`config.mk`:
```
export PLATFORM = sky130hd
export DESIGN_NAME = uart_rx
export DESIGN_NICKNAME = d
export VERILOG_FILES = /design/src/rtl/uart_rx.sv
export SDC_FILE = /design/constraint.sdc
export NUM_CORES = 1
export LEC_CHECK = 0
export ABC_AREA = 1
export CORE_UTILIZATION = 49
export DETAILED_ROUTE_END_ITERATION = 10
export HOLD_SLACK_MARGIN = 0.06
export PLACE_DENSITY = 0.66
export SLEW_MARGIN = 5
export SYNTH_ARGS = -nofsm -noshare
export SYNTH_HDL_FRONTEND = slang
export SYNTH_SLANG_ARGS = --single-unit
```
`constraint.sdc`:
```
create_clock -name clk -period 2.1 [get_ports clk]
set_input_delay 0.42 -clock clk [delete_from_list [all_inputs] [get_ports clk]]
set_output_delay 0.42 -clock clk [all_outputs]
set_load 0.005 [all_outputs]
```
`src/rtl/uart_rx.sv`:
```
// UART receiver: 8 data bits LSB first, one parity bit, one stop bit.
// The line is oversampled at 16x baud and each character is presented with a one-clock strobe.
module uart_rx #(
  parameter int unsigned CLK_FREQUENCY = 100_000_000,
  parameter int unsigned BAUD_RATE     = 19_200,
  parameter int unsigned PARITY        = 1
) (
  input  logic       clk,
  input  logic       rst_n,
  input  logic       rx_in,
  output logic [7:0] dout,
  output logic       data_strobe,
  output logic       parity_error,
  output logic       framing_error,
  output logic       busy
);

  localparam int unsigned DIVISOR  = CLK_FREQUENCY / (BAUD_RATE * 16);
  localparam int unsigned DIV_W    = (DIVISOR > 1) ? $clog2(DIVISOR) : 1;
  localparam int unsigned SAMP_W   = 4;
  localparam int unsigned BIT_W    = 3;
  localparam int unsigned DATA_W   = 8;
  localparam logic [DIV_W-1:0]  DIV_LAST = DIV_W'(DIVISOR - 1);
  localparam logic [SAMP_W-1:0] SAMP_MID = SAMP_W'(7);
  localparam logic [SAMP_W-1:0] SAMP_END = SAMP_W'(15);
  localparam logic [BIT_W-1:0]  BIT_LAST = BIT_W'(DATA_W - 1);

  typedef enum logic [2:0] {
    S_IDLE   = 3'd0,
    S_START  = 3'd1,
    S_DATA   = 3'd2,
    S_PARITY = 3'd3,
    S_STOP   = 3'd4,
    S_BREAK  = 3'd5
  } state_t;

  state_t state_q, state_d;

  logic              rx_meta, rx_s;
  logic [DIV_W-1:0]  div_q;
  logic [SAMP_W-1:0] samp_q;
  logic [BIT_W-1:0]  bit_q;
  logic [DATA_W-1:0] shift_q;
  logic              par_q;

  logic tick_c, samp_mid_c, samp_end_c, par_bad_c;
  logic clr_div_c, clr_samp_c, samp_inc_c, shift_en_c, par_cap_c, done_c;

  // Two-flop synchronizer; the idle line is high so the flops reset to 1.
  always_ff @(posedge clk or negedge rst_n) begin
    if (!rst_n) begin
      rx_meta <= 1'b1;
      rx_s    <= 1'b1;
    end else begin
      rx_meta <= rx_in;
      rx_s    <= rx_meta;
    end
  end

  // Free-running 16x oversample divider, realigned to the falling start edge.
  assign tick_c = (div_q == DIV_LAST);

  always_ff @(posedge clk or negedge rst_n) begin
    if (!rst_n) begin
      div_q <= '0;
    end else if (clr_div_c || tick_c) begin
      div_q <= '0;
    end else begin
      div_q <= div_q + DIV_W'(1);
    end
  end

  assign samp_mid_c = tick_c && (samp_q == SAMP_MID);
  assign samp_end_c = tick_c && (samp_q == SAMP_END);
  assign par_bad_c  = ((^{shift_q, par_q}) != 1'(PARITY));

  always_ff @(posedge clk or negedge rst_n) begin
    if (!rst_n) begin
      state_q <= S_IDLE;
    end else begin
      state_q <= state_d;
    end
  end

  always_comb begin
    state_d    = state_q;
    clr_div_c  = 1'b0;
    clr_samp_c = 1'b0;
    samp_inc_c = 1'b0;
    shift_en_c = 1'b0;
    par_cap_c  = 1'b0;
    done_c     = 1'b0;
    unique case (state_q)
      S_IDLE: begin
        if (!rx_s) begin
          state_d    = S_START;
          clr_div_c  = 1'b1;
          clr_samp_c = 1'b1;
        end
      end
      S_START: begin
        samp_inc_c = tick_c;
        if (samp_mid_c) begin
          if (rx_s) begin
            state_d = S_IDLE;
          end else begin
            state_d    = S_DATA;
            clr_samp_c = 1'b1;
          end
        end
      end
      S_DATA: begin
        samp_inc_c = tick_c;
        if (samp_end_c) begin
          shift_en_c = 1'b1;
          if (bit_q == BIT_LAST) begin
            state_d = S_PARITY;
          end
        end
      end
      S_PARITY: begin
        samp_inc_c = tick_c;
        if (samp_end_c) begin
          par_cap_c = 1'b1;
          state_d   = S_STOP;
        end
      end
      S_STOP: begin
        samp_inc_c = tick_c;
        if (samp_end_c) begin
          done_c  = 1'b1;
          state_d = rx_s ? S_IDLE : S_BREAK;
        end
      end
      S_BREAK: begin
        if (rx_s) begin
          state_d = S_IDLE;
        end
      end
      default: begin
        state_d = S_IDLE;
      end
    endcase
  end

  // Tick-within-bit and data-bit counters; both wrap naturally at their widths.
  always_ff @(posedge clk or negedge rst_n) begin
    if (!rst_n) begin
      samp_q <= '0;
      bit_q  <= '0;
    end else begin
      if (clr_samp_c) begin
        samp_q <= '0;
      end else if (samp_inc_c) begin
        samp_q <= samp_q + SAMP_W'(1);
      end
      if (clr_samp_c) begin
        bit_q <= '0;
      end else if (shift_en_c) begin
        bit_q <= bit_q + BIT_W'(1);
      end
    end
  end

  always_ff @(posedge clk or negedge rst_n) begin
    if (!rst_n) begin
      shift_q <= '0;
      par_q   <= 1'b0;
    end else begin
      if (shift_en_c) begin
        shift_q <= {rx_s, shift_q[DATA_W-1:1]};
      end
      if (par_cap_c) begin
        par_q <= rx_s;
      end
    end
  end

  // Result registers load one clock after the stop sample and hold until the next one.
  always_ff @(posedge clk or negedge rst_n) begin
    if (!rst_n) begin
      dout          <= '0;
      data_strobe   <= 1'b0;
      parity_error  <= 1'b0;
      framing_error <= 1'b0;
      busy          <= 1'b0;
    end else begin
      data_strobe <= done_c;
      busy        <= (state_d != S_IDLE);
      if (done_c) begin
        dout          <= shift_q;
        parity_error  <= par_bad_c;
        framing_error <= ~rx_s;
      end
    end
  end

endmodule

```
== After elaboration in Yosys (flattened, before gate mapping) ==
Index checks and enable logic that the tools add are counted.
Cells by class
  eq/ne operators: 9
  bitwise logic cells: 2
  reductions and logical operators: 9
  muxes and demuxes: 24
  add/sub/neg operators: 3
Operators with widths (number)
  3-bit 2-to-1 mux: 10
  3-bit one-hot mux with 6 select lines: 1
  9-bit by 1-bit adder with 9-bit output (second input constant): 1
  3-bit == test (second input constant): 3
  9-bit == test (second input constant): 1
  9-bit 2-to-1 mux: 1
  9-bit parity: 1
  1-bit 2-to-1 mux: 8
  4-bit 2-to-1 mux: 2
  3-bit by 2-bit == test with 1-bit output (second input constant): 2
  4-bit by 1-bit adder with 4-bit output (second input constant): 1
  4-bit by 3-bit == test with 1-bit output (second input constant): 1
  4-bit == test (second input constant): 1
  2-bit nonzero test: 2
  4-bit OR reduction: 1
  3-bit by 1-bit adder with 3-bit output (second input constant): 1
  3-bit by 1-bit == test with 1-bit output (second input constant): 1
  3-bit zero test: 1
  3-bit nonzero test: 1
  1-bit logical AND: 2
  2-bit 2-to-1 mux: 1
  1-bit NOT: 2
  1-bit one-hot mux with 2 select lines: 1
  1-bit logical OR: 1
Storage, ports and cells
  output and inout port bits: 12
  bits in registers: 42
  input bits: 3

== Logic depth before layout (Yosys ltp) ==
  depth in word-level cells: 6
  gate-level depth with buffers: 12
  depth with buffers taken out: 12

== Least setup slack after synthesis ==
Ideal clock, no wire load.
  kind: register to register
  start point: register div_q[0]
  end point: register parity_error
  cell stages (with the launch flop): 11
  slack: 0.550 ns
  data arrival time: 1.433 ns
  cells stage by stage: dfrtp_1 > inv_1 > ha_1 > nand2_1 > nor2_2 > nand3_4 > nor2_8 > inv_4 > buf_6 > nand2_1 > nand2_1
Between the ends
  cells in the longest elaborated chain, start to end: 4
RTL lines
  from (decl): line 40  | logic [DIV_W-1:0] div_q;
  from (signal assigned): line 69  | div_q <= div_q + DIV_W'(1);
  9-bit == test: line 61  | assign tick_c = (div_q == DIV_LAST);
  1-bit logical AND: line 74  | assign samp_end_c = tick_c && (samp_q == SAMP_END);
  1-bit 2-to-1 mux: line 130  | if (samp_end_c) begin
  1-bit 2-to-1 mux: line 93  | unique case (state_q)
  named net done_c: line 47  | logic clr_div_c, clr_samp_c, samp_inc_c, shift_en_c, par_cap_c, done_c;
  to (signal assigned): line 192  | parity_error <= par_bad_c;
  to (decl): line 13  | output logic parity_error,
The timed path passes the listed nets, and every way through them passes these cells.
A chain may end at the register's enable or synchronous reset.

== Worst setup path in the final report ==
  start point: register div_q[0]
  end point: register bit_q[0]
Between the ends
  cells in the longest elaborated chain, start to end: 5
RTL lines
  9-bit == test *: line 61
  1-bit logical AND (on tied branches): line 73, 74
  1-bit 2-to-1 mux (on tied branches): line 103, 114
  1-bit one-hot mux with 2 select lines or 1-bit 2-to-1 mux (tied branches): line 93
  3-bit 2-to-1 mux or 2-bit nonzero test (tied branches)
  to (signal assigned): line 160  | bit_q <= bit_q + BIT_W'(1);
  to (decl): line 42  | logic [BIT_W-1:0] bit_q;
Mark *: on every way between the ends. The rest lies on a longest branch, timed or not.

==> qor.csv <==
metric,value,unit
initial DRC count,62,
XOR/XNOR share of the synthesized area,0.0251,
root buffer cell,clkbuf_8,
Post-Route WL,3640,um
PD cells,620,nW/um^2
die area,4530,sq um
syn_area_per_cell,8.64,sq um
post-synthesis cell type count,27,
Worst Setup End Kind,flop,
leak pwr,1.22,nW
DIE WIDTH,67.3,um
row count,23,
met2 Usage GRT,0.325,
largest net degree at the start of global routing,20,
HP Class,flop to flop,
"most common cell after layout, fill and taps aside",nand2_1,
worst path arrival time,1.87,ns
ANT nets after route,0,
Final Hold Vio Count,0,
number of global-route vias before repair,1544,
vias per cell,5.01,
RePlAce Congestion,0.786,
Max Slew Vio Count,0,
first-pass GRT wire length,6750,um
Num CTS Buffers,5,
clock sinks,42,
min Tclk post-route,1.68,ns
Max-slew headroom,0.792,
port bufs,14,
layout cell share with drive strength beyond 1,0.143,
# fillers,358,
GRT Resource Usage Total,0.203,
combinational family with the most area after synthesis,simple AND/OR/NAND/NOR gates,
Top delay family on crit path,simple AND/OR/NAND/NOR gates,
Power Total,1.49,mW
synthesized net count,250,
mux cell area share after synthesis,0,
DRC Markers,0,
max frequency,596,MHz
First-pass DRT Iterations,4,
sequential fraction of the synthesis area,0.504,
Post-CTS Setup Inserts,0,
max cap viols,0,
clock skew,0.00565,ns
Synth Area in Compound Gates,0.0868,
Simple-Gate Fraction of Synth Area,0.279,
core area,4060,sq um
Yosys reg bits,42,
Clock transition at path regs,0.08,ns
Final setup viols,0,
crit-path max cell delay,0.41,ns
Syn-to-layout area delta,15.0,%
"Remaining Overflow, GRT",0,
CTS resizes,0,
Multi-input gate area,881,sq um
worst-margin pin slew,0.310,ns
status,"finished, final reports clean",
"commonest cells after routing, fill and taps aside","nand2_1, dfrtp_1, inv_1, nor2_1, nand3_1",
fin nets,272,
CP max-delay cell,dfrtp_1,
crit-path most repeated cell,nand2_1,
die height,67.3,um
DPL Wire Length,2790,um
CP Max Fanout,19,
WS Path Type,flop to flop,
Buf/Inv on CP,1,
Cells after Synth,242,
H-tree depth,2,
"Warnings, synthesis",0,
Via Count,1577,
Global Route met1 Usage,0.256,
Worst setup SP type,flop,
initial antenna violation count,0,
diode count,0,
clk buf depth,2,
met3 Use GR,0.0456,
grt peak-use layer,met2,
final setup TNS,0,ns
clk_lat worst skew,0.30,ns
Final period util,0.799,
FF/Latch Area,1050,sq um
CTS tree,yes,
cell chain of the critical path,inv_1 -> ha_1 -> nand2_1 -> nor2_2 -> nand3_4 -> nor2_8 -> nand2_1 -> nor3b_2,
Initial Utilization,0.515,
RSZ-0062 raised after global routing,no,
required time of the critical path,2.29,ns
Peak VDD IR,0.000463,V
post-DR wirelength/cell,11.5,um
Synth Area in Adders,0.0299,
Ports,15,
cell area after synthesis,2090,sq um
[logic make-up (layout without fill, tap and decap cells)]
group                      after synthesis  count (layout)
buffers and inverters                   37              60
DFF                                     42              42
xor gates and xnor gates                 6               6
adders and majority gates                5               5
AOI/OAI and AO/OA                       29              29
and+or+nand+nor                        123             123
[cells in the mapped netlist (all sizes together)]
cell type	count	area, sq um
dfstp	2	52.6
nand2	59	224
nand3b	1	7.51
buf	2	22.5
inv	35	134
xor2	4	35.0
nand3	16	92.6
nor3b	4	35.0
nor2	32	165
nor3	7	35.0
o21bai	1	11.3
nand4	4	25.0
dfrtp	40	1000
o21ai	22	140
ha	5	62.6
a21oi	6	30.0
xnor2	2	17.5
[flip-flops by register name (all words and copies together) (netlist names)]
signal / cells
framing_error: 1
busy: 1
rx_meta: 1
state_q: 3
bit_q: 3
shift_q: 8
par_q: 1
data_strobe: 1
parity_error: 1
samp_q: 4
rx_s: 1
div_q: 9
dout: 8
[power breakdown]
group	switching [mW]	leakage, nW	total (mW)	internal, mW
combinational	0.0175	0.602	0.0236	0.00609
clock	0.297	0.0585	0.653	0.356
sequential	0.00184	0.560	0.813	0.811
total	0.316	1.22	1.49	1.17
[repair_timing]
action	4_1_cts	5_1_grt
endpoints found under the setup margin	0	0
endpoints found under the hold margin	12	0
hold buffers	1	0
[through the flow]
stage / area (sq um) / utilization / setup WS [ns] / hold slack (ns) / instances
finish: 2400 / 0.592 / 0.423 / 0.358 / 315
CTS: 2400 / 0.592 / 0.394 / 0.362 / 315
detailed placement: 2280 / 0.562 / 0.410 / 0.330 / 306
global route: 2400 / 0.592 / 0.239 / 0.371 / 315
floorplan: 2090 / - / 0.550 / 0.124 / 242
global placement: 2280 / 0.562 / 0.461 / 0.335 / 306
[worst register-to-register path, delay by kind of cell, from the launching register on]
family / cells / cell delay [ns]
adder cells (fa/ha/maj): 1 / 0.13
AND/OR/NAND/NOR: 6 / 0.94
buffers and inverters: 1 / 0.07
flip-flops: 1 / 0.41
[worst paths after layout]
check	to	cells after the start	startpoint	slack, ns
min in group asynchronous	dout[6]	2	rst_n	0.53
setup / recovery	bit_q[0]	8	div_q[0]	0.42
hold reg to reg	rx_s	0	rx_meta	0.36
hold / removal	rx_s	0	rx_meta	0.36
setup reg to reg	bit_q[0]	8	div_q[0]	0.42
max in group asynchronous	rx_meta	3	rst_n	0.99
[area by class of cell]
class,count,area share
Sequential cell,42,0.438
Multi-Input combinational cell,163,0.366
Timing Repair Buffer,17,0.0666
Clock inverter,3,0.0182
Clock buffer,5,0.0286
Tap cell,50,0.0260
Inverter,35,0.0557
[per-layer routing]
metal / vias to the layer above / wire length, um
met5: - / 0
met4: 0 / 85
met3: 8 / 93
met2: 20 / 1710
met1: 732 / 1750
li1: 817 / -
No activity file was read; power rests on OpenSTA's default activity.
